$ cat config.mk
export PLATFORM = sky130hd
export DESIGN_NAME = mac_operand_fifo
export DESIGN_NICKNAME = d
export VERILOG_FILES = /design/src/rtl/mac_fifo_pkg.sv /design/src/rtl/mac_fifo_wrap_flag.sv /design/src/rtl/mac_operand_fifo.sv
export SDC_FILE = /design/constraint.sdc
export NUM_CORES = 1
export LEC_CHECK = 0
export ABC_AREA = 0
export CAP_MARGIN = 20
export CORE_AREA = 2 2 65 67
export CTS_CLUSTER_DIAMETER = 40
export DETAILED_ROUTE_END_ITERATION = 6
export DIE_AREA = 0 0 67 69
export PLACE_DENSITY = 0.74
export SYNTH_ARGS = -nofsm -noshare
export SYNTH_HDL_FRONTEND = slang
export SYNTH_HIERARCHICAL = 1
export SYNTH_SLANG_ARGS = --single-unit
export TNS_END_PERCENT = 1
$ cat constraint.sdc
create_clock -name clk -period 3.9 [get_ports clk]
set_input_delay 0.585 -clock clk [delete_from_list [all_inputs] [get_ports clk]]
set_output_delay 0.585 -clock clk [all_outputs]
set_load 0.01 [all_outputs]
$ cat src/rtl/mac_fifo_pkg.sv
`default_nettype none
// ============================================================================
// Module  : mac_fifo_pkg
// Brief   : Shared sizing constants and address helper for the MAC operand FIFO
// Revision: 1.0
// ============================================================================
package mac_fifo_pkg;

    localparam int c_BUFFER_WIDTH = 2;
    localparam int c_DATA_WIDTH   = 8;

    // Highest address of a pointer that is `width` bits wide (wrap point)
    function automatic int unsigned addr_all_ones(input int unsigned width);
        return (32'd1 << width) - 32'd1;
    endfunction

endpackage : mac_fifo_pkg
`default_nettype wire

$ cat src/rtl/mac_fifo_wrap_flag.sv
`default_nettype none
// ============================================================================
// Module  : mac_fifo_wrap_flag
// Brief   : Round flag; set while the write pointer is one lap ahead of read
// Revision: 1.0
// ============================================================================
module mac_fifo_wrap_flag (
    input  logic clk,
    input  logic rst_n,
    input  logic i_w_wrap,
    input  logic i_r_wrap,
    output logic o_round
);

    logic r_round;

    // Simultaneous wraps cancel: both pointers moved a full lap
    always_ff @(posedge clk) begin
        if (!rst_n) begin
            r_round <= 1'b0;
        end else begin
            r_round <= r_round ^ i_w_wrap ^ i_r_wrap;
        end
    end

    assign o_round = r_round;

endmodule : mac_fifo_wrap_flag
`default_nettype wire

$ cat src/rtl/mac_operand_fifo.sv
`default_nettype none
// ============================================================================
// Module  : mac_operand_fifo
// Brief   : Circular operand FIFO between producer and MAC, 1-cycle read
// Revision: 1.0
// ============================================================================
module mac_operand_fifo
    import mac_fifo_pkg::*;
#(
    parameter int BufferWidth = c_BUFFER_WIDTH,
    parameter int DataWidth   = c_DATA_WIDTH
) (
    input  logic                   clk,
    input  logic                   rst_n,
    input  logic                   Push,
    input  logic [DataWidth-1:0]   W_Data,
    input  logic                   Pop,
    output logic [DataWidth-1:0]   R_Data,
    output logic                   R_Valid,
    output logic                   Full,
    output logic                   Empty,
    output logic [BufferWidth:0]   Level,
    output logic                   Ovf,
    output logic                   Udf
);

    localparam int                     c_DEPTH    = 1 << BufferWidth;
    localparam logic [BufferWidth-1:0] c_ADDR_MAX = BufferWidth'(addr_all_ones(BufferWidth));

    logic [DataWidth-1:0]   r_mem [c_DEPTH];
    logic [BufferWidth-1:0] r_w_addr;
    logic [BufferWidth-1:0] r_r_addr;
    logic [DataWidth-1:0]   r_rdata;
    logic                   r_rvalid;
    logic                   r_ovf;
    logic                   r_udf;

    logic w_round;
    logic w_same_addr;
    logic w_empty;
    logic w_full;
    logic w_pop_ok;
    logic w_push_ok;
    logic w_w_wrap;
    logic w_r_wrap;

    assign w_same_addr = (r_w_addr == r_r_addr);
    assign w_empty     = w_same_addr & ~w_round;
    assign w_full      = w_same_addr &  w_round;

    // A pop frees the slot first, so a push into a full FIFO is fine alongside it
    assign w_pop_ok  = Pop  & ~w_empty;
    assign w_push_ok = Push & (~w_full | w_pop_ok);

    assign w_w_wrap = w_push_ok & (r_w_addr == c_ADDR_MAX);
    assign w_r_wrap = w_pop_ok  & (r_r_addr == c_ADDR_MAX);

    mac_fifo_wrap_flag u_wrap_flag (
        .clk      (clk),
        .rst_n    (rst_n),
        .i_w_wrap (w_w_wrap),
        .i_r_wrap (w_r_wrap),
        .o_round  (w_round)
    );

    // Storage is deliberately left out of reset
    always_ff @(posedge clk) begin
        if (w_push_ok) begin
            r_mem[r_w_addr] <= W_Data;
        end
    end

    always_ff @(posedge clk) begin
        if (!rst_n) begin
            r_w_addr <= '0;
            r_r_addr <= '0;
            r_rdata  <= '0;
            r_rvalid <= 1'b0;
            r_ovf    <= 1'b0;
            r_udf    <= 1'b0;
        end else begin
            r_rvalid <= w_pop_ok;
            if (w_push_ok) begin
                r_w_addr <= r_w_addr + BufferWidth'(1);
            end
            if (w_pop_ok) begin
                r_rdata  <= r_mem[r_r_addr];
                r_r_addr <= r_r_addr + BufferWidth'(1);
            end
            if (Push && !w_push_ok) begin
                r_ovf <= 1'b1;
            end
            if (Pop && !w_pop_ok) begin
                r_udf <= 1'b1;
            end
        end
    end

    assign R_Data  = r_rdata;
    assign R_Valid = r_rvalid;
    assign Full    = w_full;
    assign Empty   = w_empty;
    assign Level   = {w_round, r_w_addr} - {1'b0, r_r_addr};
    assign Ovf     = r_ovf;
    assign Udf     = r_udf;

endmodule : mac_operand_fifo
`default_nettype wire

**After elaboration in Yosys (flattened, before gate mapping)**

Memory sizes are Yosys's and may differ from the RTL's. A register that Yosys moved wholly into a read port is not among the register bits.
Cells that the tools add are included.

- Flip-flop bits (word level): 8
- Bits in writable memories: 32
- Output and inout port bits: 16
- Logic and storage cells: 32
- Memories kept: 1

Memory list:

| memory | words | width | rd ports | clocked after Yosys merged registers in | write ports | RTL line | text |
|---|---|---|---|---|---|---|---|
| r_mem | 4 | 8 | 1 | 1 | 1 | mac_operand_fifo.sv:30 | `logic [DataWidth-1:0] r_mem [c_DEPTH];` |

- Add/subtract/negate cells: 3
- Eq/ne operators: 3
- Mux-type cells: 2
- Bitwise logic cells: 12
- Reductions and logical operators: 5

Operators by type and width:

| kind | number |
|---|---|
| AND 1 bit | 6 |
| adder 2 x 1 -> 2 bit (second input constant) | 2 |
| equality test 2 bit (second input constant) | 2 |
| logical NOT 1 bit | 3 |
| inverter 1 bit | 3 |
| subtractor 3 x 2 -> 3 bit | 1 |
| equality test 2 bit | 1 |
| logical AND 1 bit | 2 |
| 2-to-1 mux 1 bit | 2 |
| XOR 1 bit | 2 |
| OR 1 bit | 1 |

**Depth between registers and ports, before layout**

- Depth in word-level cells: 9
- Depth in mapped cells: 8
- Depth with buffers taken out: 7

**Modules after synthesis**

Netlist, hierarchy kept.

Modules (own cells, without submodules):

| module | times used | cells an instance | area an instance (µm²) | seq. area each (µm²) |
|---|---|---|---|---|
| mac_operand_fifo | 1 | 117 | 1,876.8 | 1,261.2 |
| mac_fifo_wrap_flag | 1 | 3 | 51.3 | 20.0 |

**Worst setup path before layout**

No wires, ideal clock.

- Kind: flip-flop to flip-flop
- Start point: register r_r_addr[1]
- End point: register u_wrap_flag.r_round (netlist: u_wrap_flag/o_round)
- Setup time: 0.062 ns
- Data arrival time: 2.230 ns
- Data required time: 3.838 ns
- Path slack: 1.608 ns
- Stages on the path, launching flop included: 9
- Path buffers: 1
- Path through: dfxtp_1 buf_2 inv_1 ha_1 and3_1 a21boi_2 and2_1 xnor3_1 nor2b_2

- Elaborated cells on any way between the ends: 13
- Classes of those cells: 2 x eq/ne; 11 x bitwise

RTL lines:

| what | RTL line | text |
|---|---|---|
| from (decl) | mac_operand_fifo.sv:32 | `logic [BufferWidth-1:0] r_r_addr;` |
| from (signal assigned) | mac_operand_fifo.sv:88 | `r_r_addr <= r_r_addr + BufferWidth'(1);` |
| equality test 2 bit | mac_operand_fifo.sv:47 | `assign w_same_addr = (r_w_addr == r_r_addr);` |
| AND 1 bit | mac_operand_fifo.sv:49 | `assign w_full = w_same_addr & w_round;` |
| net Full | mac_operand_fifo.sv:20 | `output logic Full,` |
| inverter 1 bit | mac_operand_fifo.sv:53 | `assign w_push_ok = Push & (~w_full \| w_pop_ok);` |
| OR 1 bit | mac_operand_fifo.sv:53 |  |
| AND 1 bit | mac_operand_fifo.sv:53 |  |
| AND 1 bit | mac_operand_fifo.sv:55 | `assign w_w_wrap = w_push_ok & (r_w_addr == c_ADDR_MAX);` |
| net w_w_wrap | mac_operand_fifo.sv:44 | `logic w_w_wrap;` |
| XOR 1 bit (2 in series) | mac_fifo_wrap_flag.sv:22 | `r_round <= r_round ^ i_w_wrap ^ i_r_wrap;` |
| to (signal assigned) | mac_fifo_wrap_flag.sv:22 |  |
| to (decl) | mac_fifo_wrap_flag.sv:15 | `logic r_round;` |

The timed path passes the listed nets, and every way through them passes these cells.
A chain may end at the register's enable or synchronous reset.

**Worst setup path after layout**

- Start point: register r_r_addr[0]
- End point: output port Level[1]

- Longest elaborated chain between the ends: 1

Ends and longest elaborated chain:

| what | RTL line | text |
|---|---|---|
| subtractor 3 x 2 -> 3 bit | mac_operand_fifo.sv:103 | `assign Level = {w_round, r_w_addr} - {1'b0, r_r_addr};` |
| to (decl) | mac_operand_fifo.sv:22 | `output logic [BufferWidth:0] Level,` |

No other way between the ends.

==> implementation parameters <==
Parameter                              Value

Timing
  Worst clock skew ... 3.779 ps
  Worst Max-Slew Pin Slew ... 713.9 ps
  Final period util ... 74.27%
  Minimum clock period after layout ... 2897 ps
  Total Neg Setup Slack ... 0 ps
  Min Hold Slack ... 465.5 ps
  Final setup violating endpoints ... 0
  F_max ... 0.3452 GHz
  Unrepaired setup endpoints after global routing ... no
  Final hold vios ... 0
  Worst max-slew margin expressed relative to the limit ... 52.23%
  Max-slew violation total from the final report ... 0

Setup path
  Endpoint of the worst setup timing path ... Level[1]
  Number of cells on the worst reg-to-reg path ... 6
  Stage delay of the slowest cell on the critical path ... 750 ps
  Critical-path maximum fanout ... 12
  Family with the most delay on the worst path ... flip-flops
  Critical Path RT ... 3310 ps
  Kind of critical path ... reg -> out
  Worst flop-to-flop path endpoint ... u_wrap_flag/o_round$_SDFF_PN0_
  Register-to-register setup slack ... 1130 ps
  Sort of element at the start of the critical path ... flip-flop
  Crit. End Element ... primary output
  Cells traversed along the worst timing path ... ha_1 -> fa_1 -> inv_1 -> clkdlybuf4s50_1
  Launching instance or port of the critical path ... r_r_addr[0]$_SDFFE_PN0P_
  Arrival @ worst endpoint ... 2310 ps
  Highest-delay cell along the critical path ... sky130_fd_sc_hd__dfxtp_1
  Worst reg2reg startpoint ... r_r_addr[0]$_SDFFE_PN0P_
  Total buffers and inverters traversed by the critical path ... 2
  Total stage count of the critical path ... 4

Yosys
  Fraction of the yosys area taken by sequential cells ... 66.45%
  Syn avg cell area ... 16.07 µm²
  Synth Register Bits ... 48
  Count of warnings emitted by yosys ... 6
  Post-synthesis cell area ... 1928 µm²
  Gate count after technology mapping ... 120
  Post-Syn Nets ... 140
  Yosys cell types ... 27

Clock network
  CTS resizes ... 0
  Clock latency on the worst-skew pair ... 300 ps
  Clock tree from TritonCTS ... yes
  CTS Buf Count ... 5
  Postcts setup bufs ... 0
  Clock-pin transition on the worst setup and hold timing paths ... 90 ps
  Root cell of the clock tree ... sky130_fd_sc_hd__clkbuf_8
  Clock H-tree levels ... 2
  Number of hold buffers added after CTS ... 0
  Number of buffers on the longest clock path ... 2
  Clock Sink Count ... 48

Pwr
  Sw Pwr ... 279.3 µW
  Part of the total power dissipated in combinational logic ... 17.6%
  Clock network power share ... 27.0%
  Total internal power ... 806.0 µW
  Leakage power figure ... 0.8264 nW
  Post-route total power ... 1.085 mW
  Power density over the cells ... 465.6 nW/µm²
  Share of power burned in registers ... 55.5%
  Switching portion of total power ... 25.73%
  VDD IR max ... 0.0002870 V

Route
  Post-route antenna net violation count ... 0
  Total DRC errors in the routed layout ... 0
  Initial DRT Pass Iterations ... 4
  WL final ... 3478 µm
  Vias post-DR ... 1,073
  Per-cell via count in the routed design ... 5.312
  Routed wire per std cell ... 17.22 µm
  Initial DRC Count ... 45

Placement
  PortBufs ... 27
  Gp weighted congestion ... 0.7318
  Total half-perimeter wirelength after legalization and detailed placement ... 2435 µm
  Area of placed instances ... 2241 µm²

GRT
  Wire length of the first global-routing pass ... 5609 µm
  Total GRT Usage ... 17.02%
  Largest net degree at the start of global routing ... 17
  Overflow after GRT ... 0
  Number of global-route vias before repair ... 1,133
  Antenna violations before repair ... 0

Floorplan
  Area of the core ... 3914 µm²
  Area of the die ... 4623 µm²
  Chip height ... 69 µm
  Floorplan row count ... 23
  Top-level I/O count ... 28
  Die width ... 67 µm
  Starting utilization of the core area ... 49.26%

Worst hold path
  Min-Delay Path Class ... reg -> reg
  Hold path startpoint ... R_Data[5]$_SDFFE_PN0P_

Layout
  Final Core Density ... 59.56%
  Final Instance Area ... 2331 µm²
  Filler instances ... 325
  Area added between synthesis and finish ... 20.90%
  Fraction of layout cells with a size suffix above 1 ... 13.82%
  # diodes ... 0
  Nets@finish ... 171

Outcome
  Outcome ... finished clean

Flow run
  Total of max-cap violations ... 0
sequential cells by signal, summed over array words and instances, names as in the netlist:
| name | cells |
|---|---|
| r_mem | 32 |
| R_Data | 8 |
| r_r_addr | 2 |
| r_w_addr | 2 |
| Ovf | 1 |
| R_Valid | 1 |
| Udf | 1 |
| u_wrap_flag/o_round | 1 |
worst min path at each step:
stage	cells after the start	to	slack (ps)
2_1_floorplan	2	r_w_addr[0]$_SDFFE_PN0P_	470
3_3_place_gp	1	Ovf$_SDFFE_PN0P_	450
3_5_place_dp	2	R_Data[5]$_SDFFE_PN0P_	460
4_1_cts	2	R_Data[4]$_SDFFE_PN0P_	470
5_1_grt	2	R_Data[5]$_SDFFE_PN0P_	490
6_report	2	R_Data[5]$_SDFFE_PN0P_	470
power groups by stage:
stage	registers (mW)	clock network, mW	logic (mW)
final	0.602	0.293	0.191
after global routing	0.608	0.329	0.209
after CTS	0.603	0.303	0.193
after detailed placement	0.615	0	0.192
after global placement	0.612	0	0.185
after floorplan	0.607	0	0.109
Yosys cell counts:
cell type	instances	share of area (%)
sky130_fd_sc_hd__o21ai_0	2	0.52
sky130_fd_sc_hd__mux2i_1	2	1.0
sky130_fd_sc_hd__ha_1	7	4.5
sky130_fd_sc_hd__xnor3_1	1	1.2
sky130_fd_sc_hd__nand2_1	12	2.3
sky130_fd_sc_hd__a21oi_1	3	0.78
sky130_fd_sc_hd__o2bb2ai_1	8	3.6
sky130_fd_sc_hd__nand3b_2	1	0.58
sky130_fd_sc_hd__inv_2	1	0.19
sky130_fd_sc_hd__nand3_1	1	0.26
sky130_fd_sc_hd__o21a_1	1	0.39
sky130_fd_sc_hd__xor2_1	1	0.45
sky130_fd_sc_hd__dfxtp_1	16	17
sky130_fd_sc_hd__nor3_4	1	0.84
sky130_fd_sc_hd__inv_1	7	1.4
sky130_fd_sc_hd__or3_1	1	0.32
sky130_fd_sc_hd__and3_1	3	0.97
sky130_fd_sc_hd__clkbuf_1	1	0.19
sky130_fd_sc_hd__nor2_1	2	0.39
sky130_fd_sc_hd__and2_1	4	1.3
sky130_fd_sc_hd__nor2b_2	1	0.45
sky130_fd_sc_hd__fa_1	1	1.0
sky130_fd_sc_hd__mux4_2	8	9.3
sky130_fd_sc_hd__buf_6	1	0.58
sky130_fd_sc_hd__buf_2	1	0.26
sky130_fd_sc_hd__edfxtp_1	32	50
sky130_fd_sc_hd__a21boi_2	1	0.58
worst register-to-register path: stages, from the launching register on:
cell	delay (ps)
sky130_fd_sc_hd__dfxtp_1	750
sky130_fd_sc_hd__ha_1	390
sky130_fd_sc_hd__and3_1	230
sky130_fd_sc_hd__a21boi_2	270
sky130_fd_sc_hd__and2_1	480
sky130_fd_sc_hd__xnor3_1	500
sky130_fd_sc_hd__nor2b_2	110
cells in the final DEF, fill, tap and decap left out, types with 2 or more instances in the layout:
| cell type | instances |
|---|---|
| sky130_fd_sc_hd__a21oi_1 | 3 |
| sky130_fd_sc_hd__and2_1 | 4 |
| sky130_fd_sc_hd__and3_1 | 3 |
| sky130_fd_sc_hd__clkbuf_8 | 5 |
| sky130_fd_sc_hd__clkdlybuf4s50_1 | 27 |
| sky130_fd_sc_hd__dfxtp_1 | 16 |
| sky130_fd_sc_hd__edfxtp_1 | 32 |
| sky130_fd_sc_hd__ha_1 | 7 |
| sky130_fd_sc_hd__inv_1 | 7 |
| sky130_fd_sc_hd__mux2i_1 | 2 |
| sky130_fd_sc_hd__mux4_2 | 8 |
| sky130_fd_sc_hd__nand2_1 | 12 |
| sky130_fd_sc_hd__nor2_1 | 2 |
| sky130_fd_sc_hd__o21ai_0 | 2 |
| sky130_fd_sc_hd__o2bb2ai_1 | 8 |
through the flow:
step / setup slack, ps / cells
floorplan: 1608 / 120
global placement: 1226 / 194
detailed placement: 1096 / 194
CTS: 966.5 / 202
global route: 811.6 / 202
finish: 1003 / 202
layout make-up:
cell class                      instances  area [µm²]  share of cell area (%)
Inverter                                8       30.03                   1.288
Tap cell                               50       62.56                   2.684
Timing Repair Buffer                   27       270.3                   11.59
Clock inverter                          3       21.27                  0.9125
Clock buffer                            5       68.82                   2.952
Multi-Input combinational cell         61       596.8                   25.60
Sequential cell                        48        1281                   54.97
per-layer routing:
layer	up-vias	GRT usage, %	part of all wire (%)
met1	527	21.81	43
met4	0	2.721	0.72
li1	508	-	-
met2	35	28.38	51
met3	3	5.710	5.6
met5	-	0	0
cell families (layout without fill, tap and decap cells):
| family | after synthesis | in the layout | share of synthesized area [%] |
|---|---|---|---|
| and+or+nand+nor | 26 | 26 | 7.463 |
| AOI/OAI and AO/OA | 15 | 15 | 5.905 |
| xor gates and xnor gates | 2 | 2 | 1.622 |
| muxes | 10 | 10 | 10.38 |
| buffers and inverters | 11 | 43 | 2.595 |
| adders and majority gates | 8 | 8 | 5.581 |
| DFF | 48 | 48 | 66.45 |
(Power assumes the default switching activity.)
